## src/rtl/pp_carry_accum_sreg_pkg.sv

```systemverilog
// Shared state type and sizing helpers for the Booth partial-product accumulator.
package pp_carry_accum_sreg_pkg;

    localparam int ACC_RADIX_LOG2_DEF = 4;

    typedef enum logic [1:0] {
        ACC_IDLE,
        ACC_ACCUM,
        ACC_DONE
    } acc_state_e;

    function automatic int nsteps(input int w, input int r);
        return w / r;
    endfunction

    function automatic int cnt_w(input int w, input int r);
        return $clog2(nsteps(w, r) + 1);
    endfunction

endpackage

```

## src/rtl/pp_carry_accum_sreg.sv

```systemverilog
// Carry-save accumulator for the radix-2^R Booth multiplier: each accepted step
// shifts sum/carry right by R bits and inserts a new CSA slice on top.
//
// state     | meaning
// ----------|----------------------------------------------------
// ACC_IDLE  | waiting for start; registers hold last contents
// ACC_ACCUM | accepting slices, in_ready=1, step_idx counts steps
// ACC_DONE  | result pair presented, out_valid=1 until consumed
module pp_carry_accum_sreg
    import pp_carry_accum_sreg_pkg::*;
#(
    parameter int  WIDTH      = 32,
    parameter int  RADIX_LOG2 = ACC_RADIX_LOG2_DEF,
    parameter bit  SIGN_EXT   = 1'b1,
    localparam int NSTEPS     = nsteps(WIDTH, RADIX_LOG2),
    localparam int DIN_W      = WIDTH + RADIX_LOG2 - 1,
    localparam int CNT_W      = cnt_w(WIDTH, RADIX_LOG2)
) (
    input  logic                 clk,
    input  logic                 rst_n,
    input  logic                 start,
    input  logic                 in_valid,
    output logic                 in_ready,
    input  logic [DIN_W-1:0]     pp_din,
    input  logic [DIN_W-1:0]     carry_din,
    output logic [WIDTH-1:0]     pp_hi,
    output logic [WIDTH-1:0]     carry_hi,
    output logic [CNT_W-1:0]     step_idx,
    output logic                 out_valid,
    input  logic                 out_ready,
    output logic [2*WIDTH-1:0]   res_pp,
    output logic [2*WIDTH-1:0]   res_carry
);

    if (WIDTH % RADIX_LOG2 != 0) begin : g_bad_width
        $error("pp_carry_accum_sreg: WIDTH must be a multiple of RADIX_LOG2");
    end

    localparam logic [CNT_W-1:0] NSTEPS_C = CNT_W'(NSTEPS);

    acc_state_e           state_q, state_d;
    logic [2*WIDTH-1:0]   acc_pp_q, acc_pp_d;
    logic [2*WIDTH-1:0]   acc_carry_q, acc_carry_d;
    logic [CNT_W-1:0]     step_idx_q, step_idx_d;
    logic                 in_ready_q, in_ready_d;
    logic                 out_valid_q, out_valid_d;

    logic                 step;
    logic                 ext_bit;
    logic [CNT_W-1:0]     step_inc;

    always_comb begin
        state_d     = state_q;
        acc_pp_d    = acc_pp_q;
        acc_carry_d = acc_carry_q;
        step_idx_d  = step_idx_q;
        step        = in_valid && in_ready_q;
        ext_bit     = SIGN_EXT ? pp_din[DIN_W-1] : 1'b0;
        step_inc    = (step_idx_q < NSTEPS_C) ? step_idx_q + CNT_W'(1) : NSTEPS_C;

        // start wins in every state, including a simultaneous slice or result handoff
        if (start) begin
            state_d     = ACC_ACCUM;
            acc_pp_d    = '0;
            acc_carry_d = '0;
            step_idx_d  = '0;
        end else begin
            unique case (state_q)
                ACC_IDLE: ;
                ACC_ACCUM: begin
                    if (step) begin
                        acc_pp_d    = {ext_bit, pp_din, acc_pp_q[WIDTH-1:RADIX_LOG2]};
                        acc_carry_d = {carry_din, 1'b0, acc_carry_q[WIDTH-1:RADIX_LOG2]};
                        step_idx_d  = step_inc;
                        if (step_inc == NSTEPS_C) begin
                            state_d = ACC_DONE;
                        end
                    end
                end
                ACC_DONE: begin
                    if (out_ready) begin
                        state_d = ACC_IDLE;
                    end
                end
                default: state_d = ACC_IDLE;
            endcase
        end

        in_ready_d  = (state_d == ACC_ACCUM);
        out_valid_d = (state_d == ACC_DONE);
    end

    always_ff @(posedge clk) begin
        if (!rst_n) begin
            state_q     <= ACC_IDLE;
            acc_pp_q    <= '0;
            acc_carry_q <= '0;
            step_idx_q  <= '0;
            in_ready_q  <= 1'b0;
            out_valid_q <= 1'b0;
        end else begin
            state_q     <= state_d;
            acc_pp_q    <= acc_pp_d;
            acc_carry_q <= acc_carry_d;
            step_idx_q  <= step_idx_d;
            in_ready_q  <= in_ready_d;
            out_valid_q <= out_valid_d;
        end
    end

    assign in_ready  = in_ready_q;
    assign out_valid = out_valid_q;
    assign step_idx  = step_idx_q;
    assign pp_hi     = acc_pp_q[2*WIDTH-1:WIDTH];
    assign carry_hi  = acc_carry_q[2*WIDTH-1:WIDTH];
    assign res_pp    = acc_pp_q;
    assign res_carry = acc_carry_q;

endmodule

```

## config.mk

```make
export PLATFORM = sky130hd
export DESIGN_NAME = pp_carry_accum_sreg
export DESIGN_NICKNAME = d
export VERILOG_FILES = /design/src/rtl/pp_carry_accum_sreg_pkg.sv /design/src/rtl/pp_carry_accum_sreg.sv
export SDC_FILE = /design/constraint.sdc
export NUM_CORES = 1
export LEC_CHECK = 0
export ABC_AREA = 1
export BUFFER_PORTS_ARGS = -buffer_cell sky130_fd_sc_hd__buf_2
export CAP_MARGIN = 10
export CORE_ASPECT_RATIO = 1.2
export CORE_MARGIN = 2
export CORE_UTILIZATION = 30
export DETAILED_ROUTE_END_ITERATION = 16
export PLACE_DENSITY_LB_ADDON = 0.3
export SYNTH_ARGS = -nofsm -noshare
export SYNTH_HDL_FRONTEND = slang
export SYNTH_SLANG_ARGS = --single-unit
```

## constraint.sdc

```tcl
create_clock -name clk -period 1.1 [get_ports clk]
set_input_delay 0.11 -clock clk [delete_from_list [all_inputs] [get_ports clk]]
set_output_delay 0.11 -clock clk [all_outputs]
set_load 0.05 [all_outputs]
```

# Word-level counts from Yosys, hierarchy flattened
# Index checks and enable logic that the tools add are counted.
# W data, S select, Z words.
[classes] addsub=1 n_lt_le_gt_ge=1 eq_ne=5 mux=6 bitwise=1 n_reduce_logical=4
[ops] op="$mux W2" count=4
[ops] op="$pmux W2 S3" count=1
[ops] op="$add A4 B1 Y4 const B" count=1
[ops] op="$eq A2 B1 Y1 const B" count=2
[ops] op="$eq A2 B2 Y1 const B" count=2
[ops] op="$eq A4 B4 Y1 const B" count=1
[ops] op="$lt A4 B4 Y1 const B" count=1
[ops] op="$mux W4" count=1
[ops] op="$logic_not A2 Y1" count=1
[ops] op="$reduce_and A2 Y1" count=1
[ops] op="$reduce_or A2 Y1" count=1
[ops] op="$logic_and A1 B1 Y1" count=1
[ops] op="$not A1 Y1" count=1
[totals] ff_bits=127 inputBits=75 out_inout_bits=198 word_cells=24

# Longest topological paths before layout
[depth] word_depth=8 mapped_depth=8 depth_no_buf=8

# Least setup slack after synthesis
# Ideal clock, no wire load.
[synth_path] path_kind="register to register" start="register step_idx_q[0] (netlist: step_idx[0])" end="register in_ready_q (netlist: in_ready)" arrival_ps=1424 t_required_ps=978 path_slack_ps=-447 stages_incl_launch_ff=6 path_buffers=0 synth_period_minus_slack_ps=1547 cell_sequence="dfxtp_1 > ha_1 > o21ai_0 > nand4_1 > nand2_1 > a21oi_1"
[synth_between] elab_chain_len=8
[synth_lines] item="start: declaration" line="pp_carry_accum_sreg.sv:44" source="logic [CNT_W-1:0] step_idx_q, step_idx_d;"
[synth_lines] item="start signal: assignment" line="pp_carry_accum_sreg.sv:105" source="step_idx_q <= step_idx_d;"
[synth_lines] item="$add A4 B1 Y4 / $lt A4 B4 Y1 (equally long branches)" line="pp_carry_accum_sreg.sv:59" source="step_inc = (step_idx_q < NSTEPS_C) ? step_idx_q + CNT_W'(1) : NSTEPS_C;"
[synth_lines] item="$mux W4 (*)" line="pp_carry_accum_sreg.sv:59"
[synth_lines] item="$eq A4 B4 Y1 (*)" line="pp_carry_accum_sreg.sv:75" source="if (step_inc == NSTEPS_C) begin"
[synth_lines] item="$mux W2 (*)" line="pp_carry_accum_sreg.sv:75"
[synth_lines] item="$mux W2 (*)" line="pp_carry_accum_sreg.sv:71" source="if (step) begin"
[synth_lines] item="$pmux W2 S3 (*)" line="pp_carry_accum_sreg.sv:68" source="unique case (state_q)"
[synth_lines] item="$mux W2 (*)" line="pp_carry_accum_sreg.sv:62" source="if (start) begin"
[synth_lines] item="$eq A2 B1 Y1 (*)" line="pp_carry_accum_sreg.sv:89" source="in_ready_d = (state_d == ACC_ACCUM);"
[synth_lines] item="end signal: assignment" line="pp_carry_accum_sreg.sv:106" source="in_ready_q <= in_ready_d;"
[synth_lines] item="end: declaration" line="pp_carry_accum_sreg.sv:45" source="logic in_ready_q, in_ready_d;"
# Mark *: on every way between the ends. The rest lies on a longest branch, timed or not.
# A chain may end at the register's enable or synchronous reset.

# Worst setup path in the final report
[layout_path] start="register state_q[1]" end="register acc_carry_q[39] (netlist: res_carry[39])"
[layout_between] elab_chain_len=2
[layout_lines] item="start: declaration" line="pp_carry_accum_sreg.sv:41" source="acc_state_e state_q, state_d;"
[layout_lines] item="start signal: assignment" line="pp_carry_accum_sreg.sv:102" source="state_q <= state_d;"
[layout_lines] item="$eq A2 B1 Y1" line="pp_carry_accum_sreg.sv:68"
[layout_lines] item="$reduce_and A2 Y1 (no line)"
[layout_lines] item="end signal: assignment" line="pp_carry_accum_sreg.sv:104" source="acc_carry_q <= acc_carry_d;"
[layout_lines] item="end: declaration" line="pp_carry_accum_sreg.sv:43" source="logic [2*WIDTH-1:0] acc_carry_q, acc_carry_d;"
# No other way between the ends.

==> metrics.md <==
| Metric | Value |
|---|---|
| Run status | `complete, but fails checks` |
| Vias per cell | `4.38` |
| Cell taking the most area after synthesis | `dfxtp_1` |
| Clk pin slew, worst setup/hold paths | `0.05 ns` |
| Origin of the worst setup path | `state_q[1]` |
| Clock Path Buffers | `2` |
| CTS tree | `built` |
| Syn Std Cell Area | `0.00502 mm^2` |
| Share of the synthesized area in the top cell type | `50.6%` |
| Peak supply drop | `0.871 mV` |
| Largest net degree at the start of global routing | `63` |
| Worst hold stages | `4` |
| Vias in the first global route | `4687` |
| Initial antenna violation count | `0` |
| Final setup margin | `-0.129 ns` |
| CTS buffer count | `17` |
| Die X | `122 um` |
| Clock skew | `0.00697 ns` |
| Warning count from the yosys run | `0` |
| Utilization of the core after routing | `between 50% and 60%` |
| Reg2Reg Depth | `7` |
| Min-Delay Startpoint | `rst_n` |
| Final hold vios | `0` |
| Initial core utilization | `between 30% and 40%` |
| Core Footprint | `0.0163 mm^2` |
| Die height | `146 um` |
| Max cap viols | `0` |
| Filler cell count in the final layout | `~1400` |
| Worst setup SP type | `register` |
| Req. time, crit path | `1.43 ns` |
| Dpl hpwl | `9200 um` |
| Crit path time final | `1.23 ns` |
| Clk root buf | `clkbuf_16` |
| Grt ovf | `0` |
| Rows | `51` |
| Synth top area cells | `dfxtp_1, nor2_1, o21ai_0` |
| Layout overhead on the synthesized area | `71.3%` |
| Seq cells post-synth | `127` |
| Nets | `just under 1000` |
| Unique masters post-synth | `19` |
| CTS H-tree depth | `4` |
| # DRC | `0` |
| WP data arrival | `~1.6 ns` |
| N_diodes | `0` |
| Die ar. | `0.0178 mm^2` |
| RSZ-0062 raised after global routing | `yes` |
| Final ANT Viol Nets | `0` |
| GRT Total Usage | `16.9%` |
| F_max | `0.814 GHz` |
| Post-Synthesis Cells | `638` |
| # IOs | `273` |
| Clk sinks | `~130` |
| TritonRoute pass-1 iters | `4` |
| Gpl congestion | `0.723` |
| CP endpoint kind | `register` |
| Pwr dens | `1340 mW/mm^2` |
| Hold Worst Slack | `0.0967 ns` |
| Seq/Total Area, Yosys | `50.6%` |
| Leak | `4.15 nW` |
| First-pass GRT wire length | `23900 um` |
| Clock Latency Late Sink | `0.41 ns` |
| Failing checks | `setup timing` |
| Final setup violation count | `125` |
| CP max FO | `25` |
| HP Class | `in -> reg` |
| Final count of pins violating max slew | `0` |
| PortBufs | `264` |
| Via count | `4962` |
| Number of DRC markers in iteration 0 | `261` |
| Syn Area/Cell | `7.87 um^2` |
| Worst r2r src | `state_q[1]` |
| Share of cells above drive strength 1 | `between 40 and 50%` |
| WS Path Type | `reg -> reg` |
| Final period utilization | `112%` |
| Post-Route WL | `15600 um` |
| Drt wl/cell | `13.8 um` |
| Post-CTS Setup Bufs | `0` |
-- critical path: stages, from the launching register on --
cell,delay [ns]
dfxtp_1,0.31
inv_2,0.05
nand2_2,0.06
nor2_4,0.16
buf_12,0.18
buf_12,0.17
o21ai_0,0.08
nor2_1,0.12
-- flip-flops by register name, summed over array words and instances (netlist names) --
name       count
in_ready       1
out_valid      1
res_carry     56
res_pp        63
state_q        2
step_idx       4
-- placed cells by master (no fill, tap or decap), drive strengths merged --
cell         Yosys  final
or3              1      1
conb             1      8
buf             98    285
nand3            2      2
a21oi            6      6
ha               1      1
nand4            2      2
inv             10     10
bufinv           0      1
dlygate4sd3      0     71
dfxtp          127    127
nor2           244    244
clkinvlp         0      4
clkbuf          14     24
clkinv           0      3
nand2            9      9
o21ai          123    123
-- through the flow --
step | instances | worst slack [ns] | area, um^2 | total power [mW] | TNS, ns
global route | 1133 | -0.222 | 8600 | 12.0 | -21.30
global placement | 1030 | -0.0603 | 6160 | 5.78 | -4.58
finish | 1133 | -0.129 | 8600 | 11.5 | -8.56
CTS | 1133 | -0.103 | 8450 | 11.7 | -8.79
floorplan | 645 | -0.121 | 5100 | 5.52 | -10.65
detailed placement | 1030 | -0.0887 | 6160 | 5.78 | -6.55
-- layout make-up --
type	instances	area, um^2	area share, %
clock buffers	24	512	5.95
clock inverters	8	78.8	0.916
inverters	10	40.0	0.465
multi-input cells	396	1730	20.1
flip-flops and latches	127	2640	30.6
well taps	212	265	3.08
repair buffers	356	3340	38.9
-- worst paths after layout --
| check | to | slack, ns |
|---|---|---|
| hold reg to reg | res_pp[8] | 0.49 |
| setup reg to reg | res_carry[39] | -0.13 |
| setup / recovery | res_carry[39] | -0.13 |
| hold / removal | state_q[1] | 0.1 |
-- cell families (layout without fill, tap and decap cells) --
| logic type | after synthesis | after routing | synth area share, % |
|---|---|---|---|
| adders and majority gates | 1 | 1 | 0.249 |
| buffers and inverters | 122 | 398 | 16.3 |
| other | 1 | 8 | 0.0746 |
| and+or+nand+nor | 258 | 258 | 19.9 |
| DFF | 127 | 127 | 50.6 |
| AOI/OAI and AO/OA | 129 | 129 | 12.9 |
-- synthesized netlist by cell type (all sizes together) --
| master | instances |
|---|---|
| nor2 | 244 |
| dfxtp | 127 |
| o21ai | 123 |
| buf | 98 |
| clkbuf | 14 |
| inv | 10 |
| nand2 | 9 |
| a21oi | 6 |
| nand3 | 2 |
| nand4 | 2 |
| conb | 1 |
| ha | 1 |
| or3 | 1 |
-- where the power goes --
| part | internal (mW) | total (mW) | switching [mW] | leakage (nW) |
|---|---|---|---|---|
| Sequential | 4.67 | 4.74 | 0.0687 | 1.06 |
| Clock | 3.47 | 5.50 | 2.03 | 0.280 |
| Combinational | 0.543 | 1.29 | 0.745 | 2.81 |
| Total | 8.68 | 11.5 | 2.85 | 4.15 |
-- routing by layer --
metal / GRT usage, % / up-vias / wire (um)
met3: 7.84 / 17 / 1770
met2: 28.0 / 248 / 7350
met4: 5.11 / 0 / 195
met5: 0 / - / 0
met1: 19.2 / 2199 / 6300
li1: - / 2498 / -
-- what timing repair did --
| action | CTS | global route |
|---|---|---|
| endpoints found under the hold margin | 72 | 0 |
| cloned | 0 | 0 |
| endpoints found under the setup margin | 315 | 248 |
| hold buffers | 71 | 0 |
| pin swaps | 2 | 2 |
| resized for setup | 371 | 72 |
Power figures use the tool's default switching activity.
